$ cat src/rtl/ta_calc.sv
// Sixteen-bit, 8-deep stack calculator driven by one command word per clock.
// Sticky error flags freeze the stack until a done command closes the calculation.
module ta_calc (
  input  logic        ck,
  input  logic        rst_l,
  input  logic [19:0] data,
  output logic [15:0] result,
  output logic        stackOverflow,
  output logic        dataOverflow,
  output logic        protocolError,
  output logic        unexpectedDone,
  output logic        finished,
  output logic        correct
);

  typedef enum logic {IDLE, ACTIVE} state_t;

  localparam logic [3:0] OP_IDLE  = 4'h0;
  localparam logic [3:0] OP_START = 4'h1;
  localparam logic [3:0] OP_ENTER = 4'h2;
  localparam logic [3:0] OP_ARITH = 4'h4;
  localparam logic [3:0] OP_DONE  = 4'h8;

  state_t      state_q, state_d;
  logic [15:0] stk_q [8];
  logic [15:0] stk_d [8];
  logic [3:0]  depth_q, depth_d;
  logic [15:0] result_q, result_d;
  logic        so_q, so_d, do_q, do_d, pe_q, pe_d, ud_q, ud_d;

  logic [3:0]  op;
  logic [15:0] pay, t_val, n_val, sum, diff, neg, new_top;
  logic [2:0]  tidx, nidx;
  logic        sticky, upd;

  assign op     = data[19:16];
  assign pay    = data[15:0];
  assign sticky = so_q | do_q | pe_q;
  assign tidx   = depth_q[2:0] - 3'd1;
  assign nidx   = depth_q[2:0] - 3'd2;
  assign t_val  = stk_q[tidx];
  assign n_val  = stk_q[nidx];
  assign sum    = n_val + t_val;
  assign diff   = n_val - t_val;
  assign neg    = 16'd0 - t_val;

  always_comb begin
    state_d = state_q;
    depth_d = depth_q;
    so_d    = so_q;
    do_d    = do_q;
    pe_d    = pe_q;
    ud_d    = 1'b0;
    upd     = 1'b0;
    for (int i = 0; i < 8; i++) stk_d[i] = stk_q[i];

    if (op == OP_DONE) begin
      state_d = IDLE;
      depth_d = 4'd0;
      so_d    = 1'b0;
      do_d    = 1'b0;
      pe_d    = 1'b0;
      ud_d    = (depth_q != 4'd1);
    end else if (op != OP_IDLE && !sticky) begin
      case (op)
        OP_START: begin
          if (state_q == IDLE) begin
            for (int i = 0; i < 8; i++) stk_d[i] = 16'd0;
            stk_d[0] = pay;
            depth_d  = 4'd1;
            state_d  = ACTIVE;
            upd      = 1'b1;
          end else pe_d = 1'b1;
        end
        OP_ENTER: begin
          if (state_q == IDLE) pe_d = 1'b1;
          else if (depth_q == 4'd8) so_d = 1'b1;
          else begin
            stk_d[depth_q[2:0]] = pay;
            depth_d = depth_q + 4'd1;
            upd     = 1'b1;
          end
        end
        OP_ARITH: begin
          if (state_q == IDLE) pe_d = 1'b1;
          else begin
            case (pay)
              16'h0001, 16'h0002, 16'h0004, 16'h0008: begin
                if (depth_q < 4'd2) pe_d = 1'b1;
                else begin
                  upd = 1'b1;
                  if (pay == 16'h0008) begin
                    stk_d[tidx] = n_val;
                    stk_d[nidx] = t_val;
                  end else begin
                    depth_d = depth_q - 4'd1;
                    if (pay == 16'h0001) begin
                      stk_d[nidx] = sum;
                      do_d = (n_val[15] == t_val[15]) && (sum[15] != n_val[15]);
                    end else if (pay == 16'h0002) begin
                      stk_d[nidx] = diff;
                      do_d = (n_val[15] != t_val[15]) && (diff[15] != n_val[15]);
                    end else stk_d[nidx] = n_val & t_val;
                  end
                end
              end
              16'h0010: begin
                if (depth_q < 4'd1) pe_d = 1'b1;
                else begin
                  stk_d[tidx] = neg;
                  do_d = (t_val == 16'h8000);
                  upd  = 1'b1;
                end
              end
              16'h0020: begin
                if (depth_q < 4'd1) pe_d = 1'b1;
                else begin
                  depth_d = depth_q - 4'd1;
                  upd     = 1'b1;
                end
              end
              default: pe_d = 1'b1;
            endcase
          end
        end
        default: pe_d = 1'b1;
      endcase
    end
  end

  // result only tracks the stack when it actually changes, so it holds across done
  assign new_top  = stk_d[depth_d[2:0] - 3'd1];
  assign result_d = !upd ? result_q : (depth_d == 4'd0) ? 16'd0 : new_top;

  always_ff @(posedge ck) begin
    if (rst_l) begin
      state_q  <= IDLE;
      depth_q  <= 4'd0;
      result_q <= 16'd0;
      so_q     <= 1'b0;
      do_q     <= 1'b0;
      pe_q     <= 1'b0;
      ud_q     <= 1'b0;
      for (int i = 0; i < 8; i++) stk_q[i] <= 16'd0;
    end else begin
      state_q  <= state_d;
      depth_q  <= depth_d;
      result_q <= result_d;
      so_q     <= so_d;
      do_q     <= do_d;
      pe_q     <= pe_d;
      ud_q     <= ud_d;
      for (int i = 0; i < 8; i++) stk_q[i] <= stk_d[i];
    end
  end

  assign result         = result_q;
  assign stackOverflow  = so_q;
  assign dataOverflow   = do_q;
  assign protocolError  = pe_q;
  assign unexpectedDone = ud_q;
  assign finished       = (op == OP_DONE);
  assign correct        = finished && !sticky && (depth_q == 4'd1);

endmodule

$ cat config.mk
export PLATFORM = sky130hd
export DESIGN_NAME = ta_calc
export DESIGN_NICKNAME = d
export VERILOG_FILES = /design/src/rtl/ta_calc.sv
export SDC_FILE = /design/constraint.sdc
export NUM_CORES = 2
export LEC_CHECK = 0
export CELL_PAD_IN_SITES_DETAIL_PLACEMENT = 0
export CELL_PAD_IN_SITES_GLOBAL_PLACEMENT = 1
export CORE_ASPECT_RATIO = 2
export CORE_MARGIN = 2
export CORE_UTILIZATION = 30
export DETAILED_ROUTE_END_ITERATION = 10
export GPL_TIMING_DRIVEN = 0
export PLACE_DENSITY = 0.62
export SLEW_MARGIN = 0
export SYNTH_ARGS = -nofsm -noshare
export SYNTH_HDL_FRONTEND = slang
export SYNTH_SLANG_ARGS = --single-unit
export TNS_END_PERCENT = 30
$ cat constraint.sdc
create_clock -name ck -period 9.31 [get_ports ck]
set_clock_uncertainty 0.1 [all_clocks]
set_input_delay 0.931 -clock ck [delete_from_list [all_inputs] [get_ports ck]]
set_output_delay 0.931 -clock ck [all_outputs]
set_load 0.005 [all_outputs]
==> results.json, run 1 <==
{
  "yosys_warnings": 0,
  "synth_edf_count": 0,
  "synth_cells": 2995,
  "htreeDepth": 4,
  "die_h_um": 375,
  "synth_cell_type_count": 103,
  "grt_pass1_wl_mm": 406,
  "place_congestion": 1.29,
  "syn_area_mm2": 0.0207,
  "cts_sinks": 153,
  "dp.cells": 3950,
  "postCtsHoldBufs": 0,
  "io_pins": 44,
  "haltStage": "global routing",
  "ys_seq_area_share_pct": 14.8,
  "die_w_um": 190,
  "syn_nets": 3062,
  "rows": 136,
  "ys.flop_type": "dfxtp_1",
  "cts_made_buffers": 17,
  "clockBufferDepth": 2,
  "synth_seq_cells": 153,
  "async_flop_share_pct": 0,
  "grt_pass1_vias": 37100,
  "stop_error": "[ERROR GRT-0116] Global routing finished with congestion. Check the congestion regions in the DRC Viewer.",
  "dpl.hpwl_mm": 187,
  "cts_root_buf": "clkbuf_16",
  "track_usage_pct": 80.7,
  "outcome": "stopped before the end",
  "initial_utilization_pct": 30.2,
  "grt_max_degree": 17,
  "avgSynthCellArea_um2": 6.90,
  "grt_overflow_total": 1994,
  "port_buffers": 37
}
==> synthesized netlist by cell type, drive strengths merged (29+ instances only) <==
master | n | area, µm²
a22oi | 38 | 285
a211oi | 52 | 413
mux2i | 45 | 467
a21oi | 278 | 1390
clkbuf | 193 | 724
a221oi | 62 | 543
o21ai | 212 | 1060
o22ai | 48 | 300
o31ai | 31 | 233
and2 | 34 | 213
buf | 60 | 333
a31oi | 40 | 256
and3 | 33 | 206
dfxtp | 153 | 3060
nor2 | 368 | 1400
mux2 | 29 | 327
nand2 | 345 | 1290
o221ai | 55 | 482
nand3 | 99 | 508
nor3 | 114 | 586
mux4 | 50 | 1130
inv | 50 | 193
o211ai | 60 | 460
ha | 43 | 538
==> metrics by stage <==
step	hold slack (ns)	instance area, µm²	setup slack [ns]
4_1_cts	0.370	23300	0.0413
3_5_place_dp	0.348	22500	-3.77
3_3_place_gp	0.348	22200	-3.85
2_1_floorplan	0.344	20700	2.81
==> kinds of logic after synthesis <==
family / count (synthesis) / synth area share [%]
and+or+nand+nor: 1172 / 26.5
AOI/OAI and AO/OA: 1168 / 39.1
buffers and inverters: 305 / 6.09
DFF: 153 / 14.8
muxes: 124 / 9.29
adders and majority gates: 45 / 2.80
xor gates and xnor gates: 28 / 1.42
==> per-layer routing <==
metal  GRT usage [%]  GRT overflow
met5            27.9             4
met4            80.0           609
met3            63.0            15
met2            98.3          1354
met1            81.5            12
==> repair_timing <==
item | CTS
pin swaps | 1
setup buffers | 5
setup endpoints to repair | 145
resized for setup | 41
==> run 2, diff against run 1 <==
==> config.mk (replaced) <==
export PLATFORM = sky130hd
export DESIGN_NAME = ta_calc
export DESIGN_NICKNAME = d
export VERILOG_FILES = /design/src/rtl/ta_calc.sv
export SDC_FILE = /design/constraint.sdc
export NUM_CORES = 2
export LEC_CHECK = 0
export CORE_MARGIN = 2
export CORE_UTILIZATION = 20
export DETAILED_ROUTE_END_ITERATION = 10
export GPL_TIMING_DRIVEN = 0
export PLACE_DENSITY_LB_ADDON = 0.15
export SLEW_MARGIN = 0
export SYNTH_ARGS = -nofsm -noshare
export SYNTH_HDL_FRONTEND = slang
export SYNTH_SLANG_ARGS = --single-unit
export TNS_END_PERCENT = 30
==> results.json, run 2 <==
{
  "drtIter0Drc": 6454,
  "synth_top_cell_by_area": "dfxtp_1",
  "initial_utilization_pct": 20.2,
  "dp.cells": 4434,
  "drc": 0,
  "antenna_found_initial": 38,
  "tightest_slew_ns": 1.72,
  "finalHoldViolCount": 0,
  "critPathMaxStageDelay_ns": 1.23,
  "htreeDepth": 4,
  "synth_top_area_share_pct": 14.8,
  "synth_cells": 2995,
  "num-fill-cells": 11800,
  "cts_root_buf": "clkbuf_16",
  "regMostFlops": "stk_q",
  "die_h_um": 325,
  "layout-drive-gt1-share_pct": 11.7,
  "syn_nets": 3062,
  "wl_mm": 272,
  "fin_cells": 4488,
  "yosys_warnings": 0,
  "mostFrequentLayoutCell": "nor2_1",
  "layout_common_cells": "nor2_1 (355), nand2_1 (345), a21oi_1 (274)",
  "design.core.area_mm2": 0.102,
  "startpoint_type": "input pin",
  "port_buffers": 37,
  "powerDensity_mw_per_mm2": 88.5,
  "die_w_um": 325,
  "synth_edf_count": 0,
  "rows": 117,
  "largest_reg_flops": 128,
  "clockBufferDepth": 2,
  "ir_drop_v": 0.0000856,
  "cpMostUsedCell": "clkbuf_1",
  "grt_pass1_wl_mm": 337,
  "seq_area_mm2": 0.00306,
  "crit_type": "input pin to flop",
  "clk_pin_slew_worst_paths_ns": 0.08,
  "cp-end-kind": "flop",
  "ys_seq_area_share_pct": 14.8,
  "cts_tree": "done",
  "track_usage_pct": 49.5,
  "async_flop_share_pct": 0,
  "hp-class": "flop to flop",
  "max_cap_violations": 26,
  "layout_setup_ws_ns": -0.693,
  "dpl.hpwl_mm": 216,
  "critPathRequiredTime_ns": 9.64,
  "reg2reg_depth": 22,
  "finalCriticalPeriod_ns": 10.00,
  "drtPass1Iterations": 9,
  "multi_input_area_mm2": 0.0167,
  "fin_nets": 3163,
  "finalCritPeriodShare_pct": 107,
  "crit_family": "buffers and inverters",
  "hold_path_depth": 2,
  "cts_made_buffers": 17,
  "ys.flop_type": "dfxtp_1",
  "setup_viol": 17,
  "syn_area_mm2": 0.0207,
  "vias_per_cell": 7.13,
  "syn_to_final_growth_pct": 18.1,
  "avgSynthCellArea_um2": 6.90,
  "failed_checks": "max-capacitance violations, max-slew violations, negative setup slack",
  "die_area_mm2": 0.106,
  "fmax_mhz": 100,
  "ant_nets": 0,
  "cts_sinks": 153,
  "wl_per_cell_um": 60.7,
  "insertion_delay_ns": 0.57,
  "grt_max_degree": 17,
  "leakagePower_nw": 7.79,
  "synth_seq_cells": 153,
  "finalPower_mw": 2.16,
  "cpMaxStageDelayCell": "buf_1",
  "crit_chain": "clkdlybuf4s50_1, clkbuf_1, o211a_1, clkbuf_1, buf_1, clkbuf_1, clkbuf_1, nand2_1, a21o_1, ha_1, xnor2_2, clkbuf_1, nand2_1, a31o_2, a32o_1",
  "rsz0062_at_grt": "yes",
  "grt_pass1_vias": 28700,
  "relSlewSlack_pct": -14.4,
  "ys_top_cells_by_count": "nor2_1 (364), nand2_1 (345), a21oi_1 (278), o21ai_0 (204), clkbuf_1 (193)",
  "placed_area_mm2": 0.0234,
  "place_congestion": 1.10,
  "worstSetupPathDepth": 15,
  "cp.arrival_ns": 10.34,
  "io_pins": 44,
  "crit_fanout": 10,
  "postCtsHoldBufs": 0,
  "vias": 32000,
  "outcome": "finished, violations left",
  "design_area_mm2": 0.0244,
  "synth.most_common_cell": "nor2_1",
  "slew_violations": 208,
  "grt_overflow_total": 0,
  "cp_num_buf_inv": 7,
  "place_ws_ns": -2.40,
  "synth_cell_type_count": 103,
  "netlist_top_cells_area": "dfxtp_1 (15%), a21oi_1 (6.7%), nor2_1 (6.6%)",
  "tns_ns": -7.53
}
-- run 2: cell counts after synthesis --
Identical to the previous run, type by type.
-- run 2: area by class of cell --
class,count,area share [%]
clock buffer,18,1.76
inverter,52,0.856
timing repair buffer,86,4.03
multi-input combinational,2537,68.4
buffer,249,4.57
tap,1368,7.01
clock inverter,14,0.672
antenna,11,0.113
sequential,153,12.6
-- run 2: logic make-up after synthesis --
family          after synthesis  synth area share (%)
flops                       153                  14.8
mux                         124                  9.29
xor+xnor                     28                  1.42
buf+inv                     305                  6.09
fa+ha+maj                    45                  2.80
compound gates             1168                  39.1
simple gates               1172                  26.5
-- run 2: path summary, 6_finish.rpt --
check	slack, ns	endpoint	startpoint
worst max register to register	-0.22	result[13]	depth_q[1]
worst min-delay path	0.37	result[7]	result[7]
worst min register to register	0.37	result[7]	result[7]
worst max-delay path	-0.69	result[8]	data[18]
-- run 2: worst register-to-register path, delay by kind of cell (launching register included) --
family,cells,cell delay [ns]
compound gates,4,0.93
xor+xnor,1,0.26
fa+ha+maj,1,0.20
buf+inv,10,2.84
flops,1,0.56
simple gates,6,4.52
-- run 2: routing by layer --
metal  track usage (%)  part of all wire [%]
met3              20.6                    13
met4              35.6                   8.8
met2              67.6                    39
met5                 0                 0.076
met1              61.8                    39
-- run 2: repair_timing --
item | 4_1_cts | 5_1_grt
gates resized for setup | 35 | 19
endpoints found under the setup margin | 144 | 12
pin swaps | 2 | 2
setup buffers | 11 | 4
-- run 2: through the flow --
step	hold WS, ns	util [%]
finish	0.368	23.9
global route	0.391	23.9
CTS	0.372	23.7
detailed placement	0.345	22.9
global placement	0.347	22.3
floorplan	0.344	-
-- run 2: where the power goes --
part / switching [mW] / total [mW] / internal (mW)
sequential: 0.0250 / 0.685 / 0.660
clock: 0.450 / 0.854 / 0.404
combinational: 0.495 / 0.620 / 0.126
(Power assumes the default switching activity.)
